$ cat src/rtl/fft16_pkg.sv
// Shared constants for the 16-point FFT datapath: sample width, frame size,
// write-pointer width and the flat-bus slot indexing helper.
package fft16_pkg;

  localparam int FFT_N    = 16;
  localparam int FFT_PTS  = 16;
  localparam int PTR_W    = 4;
  localparam int FCNT_W   = 8;

  localparam logic [PTR_W-1:0] LAST_SLOT = PTR_W'(FFT_PTS - 1);

  // Low bit of slot k on a flat PTS*w bus.
  function automatic int slot_lo(input int k, input int w);
    return k * w;
  endfunction

endpackage

$ cat src/rtl/fft16_bank.sv
// One 16-entry complex register bank: single write port by slot address,
// whole bank visible as flat real/imaginary buses.
module fft16_bank
  import fft16_pkg::*;
#(
  parameter int N   = FFT_N,
  parameter int PTS = FFT_PTS
) (
  input  logic             clk_i,
  input  logic             rst_i,
  input  logic             we_i,
  input  logic [PTR_W-1:0] addr_i,
  input  logic [N-1:0]     re_i,
  input  logic [N-1:0]     im_i,
  output logic [PTS*N-1:0] re_o,
  output logic [PTS*N-1:0] im_o
);

  logic [PTS*N-1:0] re_q;
  logic [PTS*N-1:0] im_q;

  // Contents are cleared on reset so a freshly reset loader presents zeros.
  always_ff @(posedge clk_i or posedge rst_i) begin
    if (rst_i) begin
      re_q <= '0;
      im_q <= '0;
    end else if (we_i) begin
      re_q[slot_lo(int'(addr_i), N) +: N] <= re_i;
      im_q[slot_lo(int'(addr_i), N) +: N] <= im_i;
    end
  end

  assign re_o = re_q;
  assign im_o = im_q;

endmodule

$ cat src/rtl/fft16_frame_loader.sv
// Ping-pong frame loader: gathers 16 complex samples into one bank while the
// other bank is presented, whole, to the FFT stage until it acknowledges.
module fft16_frame_loader
  import fft16_pkg::*;
#(
  parameter int N   = FFT_N,
  parameter int PTS = FFT_PTS
) (
  input  logic                clk,
  input  logic                rst,
  input  logic                in_valid,
  input  logic signed [N-1:0] in_re,
  input  logic signed [N-1:0] in_im,
  input  logic                in_last,
  output logic                in_ready,
  output logic [PTS*N-1:0]    frame_re,
  output logic [PTS*N-1:0]    frame_im,
  output logic                frame_valid,
  input  logic                frame_ack,
  output logic                align_err,
  output logic [FCNT_W-1:0]   frame_cnt
);

  logic [PTR_W-1:0]  wptr_q, wptr_d;
  logic              wsel_q, wsel_d;
  logic              rsel_q, rsel_d;
  logic [1:0]        full_q, full_d;
  logic [FCNT_W-1:0] cnt_q, cnt_d;
  logic              align_q, align_d;

  logic              accept;
  logic              at_last;
  logic              ack_take;
  logic [1:0]        bank_we;
  logic [PTS*N-1:0]  a_re, a_im, b_re, b_im;

  assign in_ready    = ~full_q[wsel_q];
  assign frame_valid = full_q[rsel_q];
  assign accept      = in_valid & in_ready;
  assign at_last     = (wptr_q == LAST_SLOT);
  assign ack_take    = frame_valid & frame_ack;
  assign bank_we[0]  = accept & ~wsel_q;
  assign bank_we[1]  = accept &  wsel_q;

  // Write and read sides touch different banks' full flags (the write bank is
  // never full when accepting, the read bank always is when acked), so both
  // updates can land in the same cycle.
  always_comb begin
    wptr_d  = wptr_q;
    wsel_d  = wsel_q;
    rsel_d  = rsel_q;
    full_d  = full_q;
    cnt_d   = cnt_q;
    align_d = 1'b0;
    if (accept) begin
      if (at_last) begin
        full_d[wsel_q] = 1'b1;
        wsel_d         = ~wsel_q;
        wptr_d         = '0;
        cnt_d          = cnt_q + 8'd1;
        align_d        = ~in_last;
      end else if (in_last) begin
        wptr_d  = '0;
        align_d = 1'b1;
      end else begin
        wptr_d = wptr_q + PTR_W'(1);
      end
    end
    if (ack_take) begin
      full_d[rsel_q] = 1'b0;
      rsel_d         = ~rsel_q;
    end
  end

  always_ff @(posedge clk or posedge rst) begin
    if (rst) begin
      wptr_q  <= '0;
      wsel_q  <= 1'b0;
      rsel_q  <= 1'b0;
      full_q  <= '0;
      cnt_q   <= '0;
      align_q <= 1'b0;
    end else begin
      wptr_q  <= wptr_d;
      wsel_q  <= wsel_d;
      rsel_q  <= rsel_d;
      full_q  <= full_d;
      cnt_q   <= cnt_d;
      align_q <= align_d;
    end
  end

  fft16_bank #(.N(N), .PTS(PTS)) u_bank_a (
    .clk_i  (clk),
    .rst_i  (rst),
    .we_i   (bank_we[0]),
    .addr_i (wptr_q),
    .re_i   (in_re),
    .im_i   (in_im),
    .re_o   (a_re),
    .im_o   (a_im)
  );

  fft16_bank #(.N(N), .PTS(PTS)) u_bank_b (
    .clk_i  (clk),
    .rst_i  (rst),
    .we_i   (bank_we[1]),
    .addr_i (wptr_q),
    .re_i   (in_re),
    .im_i   (in_im),
    .re_o   (b_re),
    .im_o   (b_im)
  );

  assign frame_re  = rsel_q ? b_re : a_re;
  assign frame_im  = rsel_q ? b_im : a_im;
  assign align_err = align_q;
  assign frame_cnt = cnt_q;

endmodule

$ cat config.mk
export PLATFORM = sky130hd
export DESIGN_NAME = fft16_frame_loader
export DESIGN_NICKNAME = d
export VERILOG_FILES = /design/src/rtl/fft16_pkg.sv /design/src/rtl/fft16_bank.sv /design/src/rtl/fft16_frame_loader.sv
export SDC_FILE = /design/constraint.sdc
export NUM_CORES = 2
export LEC_CHECK = 0
export BUFFER_PORTS_ARGS = -buffer_cell sky130_fd_sc_hd__buf_2
export CORE_AREA = 2 2 269 377
export DETAILED_ROUTE_END_ITERATION = 6
export DIE_AREA = 0 0 271 379
export HOLD_SLACK_MARGIN = 0.02
export PLACE_DENSITY_LB_ADDON = 0.25
export SYNTH_ARGS = -nofsm -noshare
export SYNTH_HDL_FRONTEND = slang
export SYNTH_SLANG_ARGS = --single-unit
$ cat constraint.sdc
create_clock -name clk -period 32.2 [get_ports clk]
set_input_delay 1.61 -clock clk [delete_from_list [all_inputs] [get_ports clk]]
set_output_delay 1.61 -clock clk [all_outputs]
set_load 0.02 [all_outputs]
Word level (Yosys, flattened, before mapping)
Cells that the tools add are included.
Word-level totals
  register bits after elaboration: 1041
  output and inout bits: 523
  word-level logic and storage cells: 57
Cells by class
  add/sub/neg operators: 3
  magnitude comparators: 4
  equal/unequal tests: 1
  shift-type cells: 3
  multiplexer cells: 22
  bitwise gates (word level): 11
  reduce and logical (&&, ||, !) cells: 3
Operators with widths (count)
  256-bit bitwise mux: 4
  256-bit two-way mux: 2
  16-bit by 33-bit variable part select with 256-bit output: 2
  16-bit by 33-bit variable shift with 256-bit output, first input constant: 1
  8-bit negation with 33-bit output: 1
  1-bit two-way mux: 9
  8-bit by 1-bit adder with 8-bit output, second input constant: 1
  4-bit two-way mux: 2
  2-bit two-way mux: 3
  4-bit by 1-bit adder with 4-bit output, second input constant: 1
  1-bit AND: 4
  4-bit == test, second input constant: 1
  1-bit by 2-bit < comparator with 1-bit output, second input constant: 2
  1-bit inverter: 4
  2-bit AND: 1
  1-bit demux with 1-bit select: 2
  1-bit >= comparator, second input constant: 2
  1-bit logical AND: 2
  2-bit inverter: 1
  2-bit OR: 1
  2-bit AND reduction: 1

Logic depth before layout (Yosys ltp)
  depth after elaboration: 9
  mapped depth: 11
  gate-level depth less buffers: 6

Modules after synthesis
A second synthesis with hierarchy kept.
Unflattened totals
  cell total of the unflattened synthesis: 4301
  area, all modules: 46801.1 µm²
Modules (own cells, without submodules)
  fft16_bank at u_bank_b: times used 1, cells each 1996, area an instance 20295.7 µm²
  fft16_bank at u_bank_a: times used 1, cells each 1661, area an instance 19570.0 µm²
  fft16_frame_loader: times used 1, cells each 644, area an instance 6935.4 µm²

Worst setup path after synthesis
OpenSTA, ideal clock, no wires.
  path type: register to output
  from: reg rsel_q
  to: out frame_im[250]
  arrival: 1.782 ns
  path slack: 28.808 ns
  cell stages (with the launch flop): 6
  path buffers: 4
  cells stage by stage: dfrtp_1 > clkbuf_1 > clkbuf_1 > clkbuf_1 > clkbuf_1 > mux2_2
On the way
  word-level cells in the longest chain between the ends: 1
RTL lines
  from (decl): RTL line fft16_frame_loader.sv:26  | logic rsel_q, rsel_d;
  from (signal assigned): RTL line fft16_frame_loader.sv:86  | rsel_q <= rsel_d;
  256-bit two-way mux: RTL line fft16_frame_loader.sv:116  | assign frame_im = rsel_q ? b_im : a_im;
  to (decl): RTL line fft16_frame_loader.sv:17  | output logic [PTS*N-1:0] frame_im,
No other way between the ends.

Final worst setup path
  from: reg rsel_q
  to: out frame_im[75]
The elaborated chain is that of the path after synthesis.

==> results.md <==
* Syn. warnings at 0
* Synth cell types at 46
* Filler Cells Inserted at 8854
* Setup Viol. Count Final at 0
* Cell Rows at 137
* Tcrit/Tclk final at 22.1%
* CTS tree: built
* Clock latency on the worst-skew pair at 700 ps
* Avg Cell Area, Syn at 10.8 um2
* Worst Hold Class: reg -> reg
* GRT Total Usage at 27.6%
* Max incr delay on CP at 910 ps
* Dpl hpwl at 91500 um
* Fmax at 140 MHz
* Hold buffers post-CTS at 0
* CP max FO at 83
* Pwr/cell area at 57.9 nW/um2
* Core footprint at 99200 um2
* IO Pins at 560
* Yosys top cell by area: dfrtp_1
* Top delay family on crit path: buffers and inverters
* Routability cong. at 0.859
* Nets at 4564
* DR WL/cell at 23.9 um
* Rel. slew slack at 22.5%
* Initial antenna violation count at 14
* Crit path time final at 7130 ps
* Clock Skew at 32.1 ps
* Antenna-violating nets left at 0
* TritonCTS Buffers at 102
* Commonest cells post-synth: dfrtp_1, nand2_1, o21ai_0, mux2_2, clkbuf_1
* DIE WIDTH at 271 um
* Post-Synthesis Cell Area at 44300 um2
* Largest net degree at the start of global routing at 195
* Remaining Overflow, GRT at 0
* Post-CTS Setup Inserts at 0
* Htree depth at 3
* Most common cell in the netlist: dfrtp_1
* Share of synthesized flip-flops with an asynchronous set or reset at 100%
* Required @ worst endpoint at 30590 ps
* Vias in the first global route at 31600
* Startpoint Class: flop
* Max-slew violation count at 0
* Number of synthesized flops with an enable pin at 0
* Initial Util at 44.7%
* First-pass GRT wire length at 211000 um
* Final hold violation count at 0
* Worst hold margin at 471 ps
* Register area share after synthesis at 58.8%
* Status: complete, no violations
* Critical path capture point type: output port
* Yosys top cell area share at 58.8%
* Clock Tree Buf Depth at 3
* Area occupied by multi-input gates at 17300 um2
* Max cap viols at 0
* Via Count at 31900
* Vias/cell at 5.39
* DIE HEIGHT at 379 um
* Leak pwr at 24.9 nW
* Die ar. at 103000 um2
* Number of gates resized after CTS at 0
* RSZ-0062 raised after global routing: false
* Synth area leaders: dfrtp_1, mux2_2, o21ai_0, nand2_1, clkbuf_1
* Port Buffers at 559
* Cell Chain, Critical Path: buf_4, buf_4, buf_4, buf_4, mux2_2, buf_2
* Routed WL at 142000 um
* Root Buffer: clkbuf_16
* Proportion of layout cells with a drive suffix above 1 at 32.1%
* Post-Syn Nets at 4162
* DRT iter0 DRCs at 2505
* Crit-path slowest cell: buf_4
* Worst-Margin Slew at 1160 ps
* Worst Path Class, Setup: reg -> out
* VDD IR-drop max at 49.2 uV
* Post-Syn Instances at 4119
* Most used cell, CP: buf_4
* Clock-pin slew on the worst setup and hold paths at 60 ps
* Sequential cell area at 26100 um2
* Synthesized flop and latch total at 1041
* CTS Sinks at 1041
* Synth-to-layout area growth at 16.7%
* Crit path buffers/inverters at 5
* Arrival time worst endpoint at 5520 ps
* DR pass1 iterations at 5
* Top FF cell, synth: dfrtp_1
* Setup TNS at 0 ps
* DRC viols at 0
==> metrics by stage <==
step / area (um2) / std cells / worst slack [ps] / power (mW) / util, %
2_1_floorplan: 44300 / 4119 / 1290 / 1.64 / -
3_3_place_gp: 48300 / 5737 / 25920 / 1.79 / 48.7
3_5_place_dp: 48300 / 5737 / 25870 / 1.79 / 48.7
4_1_cts: 51700 / 5919 / 25100 / 3.02 / 52.1
5_1_grt: 51700 / 5920 / 24860 / 3.10 / 52.1
6_report: 51800 / 5924 / 25070 / 3.00 / 52.1
==> layout by cell type, fill, tap and decap left out, types with 3 or more instances in the layout <==
cell / n
o21ai_0: 896
bufinv_16: 10
nand3_1: 112
nor2_1: 8
xnor2_1: 3
mux2_1: 4
clkbuf_8: 20
nand2b_1: 3
o211ai_4: 12
dfrtp_1: 1040
inv_6: 3
clkbuf_16: 103
mux2_2: 642
nand2_1: 997
clkinvlp_4: 4
clkinv_4: 3
clkinv_2: 17
buf_4: 57
xor2_1: 6
buf_2: 559
buf_12: 3
o2111ai_4: 8
inv_1: 7
nand3_2: 8
clkbuf_1: 20
nor3_1: 3
ha_1: 6
diode_2: 5
nand4_1: 3
==> layer usage <==
metal / part of all wire, % / track usage (%) / vias up
met3: 6.3 / 5.17 / 255
met2: 47 / 44.0 / 988
met5: 0 / 0 / -
met1: 42 / 36.5 / 15800
li1: - / - / 14900
met4: 4.7 / 12.9 / 0
==> final cells by class <==
cell class | instances | area share, %
antenna | 5 | 0.0242
clock buffer | 143 | 5.66
clock inverter | 39 | 0.967
inverter | 8 | 0.0725
multi-input combinational | 2749 | 33.4
sequential | 1041 | 50.3
tap | 1320 | 3.19
timing repair buffer | 619 | 6.35
==> cells by family (layout without fill, tap and decap cells) <==
family / after synthesis / count (layout) / share of synthesized area [%]
XOR/XNOR: 11 / 11 / 0.234
AND/OR/NAND/NOR: 1157 / 1157 / 10.5
multiplexers: 647 / 647 / 16.4
adder cells (fa/ha/maj): 6 / 6 / 0.169
AO/OA/AOI/OAI: 928 / 928 / 10.9
other: 0 / 5 / 0
buffers and inverters: 329 / 809 / 3.02
flip-flops: 1041 / 1041 / 58.8
==> power by group <==
part           internal, mW  leakage, nW  total [mW]  switching, mW
clock network         0.713         1.68        1.23          0.517
logic                 0.118         8.77       0.373          0.255
registers              1.36         14.4        1.39         0.0315
==> worst register-to-register path, delay by kind of cell, from the launching register on <==
family / cells / cell delay [ps]
and+or+nand+nor: 3 / 1230
adders and majority gates: 1 / 510
buffers and inverters: 3 / 1190
DFF: 1 / 700
muxes: 1 / 420
==> flip-flops by register name (all words and copies together), names as in the netlist, 2 cells and up <==
| register | count |
|---|---|
| u_bank_b.im_o | 256 |
| u_bank_a.im_o | 256 |
| frame_cnt | 8 |
| u_bank_b.re_o | 256 |
| u_bank_a.re_o | 256 |
| wptr_q | 4 |
| full_q | 2 |
==> path summary, 6_finish.rpt <==
check                              from                  to  slack, ps  cells past startpoint
min in group asynchronous           rst   u_bank_a.im_o[17]       1090                      2
max reg2reg                   wptr_q[0]   u_bank_a.re_o[14]      28000                      8
max                              rsel_q        frame_im[75]      25070                      6
min reg2reg                frame_cnt[7]        frame_cnt[7]        470                      1
min                        frame_cnt[7]        frame_cnt[7]        470                      1
max in group asynchronous           rst  u_bank_b.re_o[170]      27740                      5
Power figures use the tool's default switching activity.
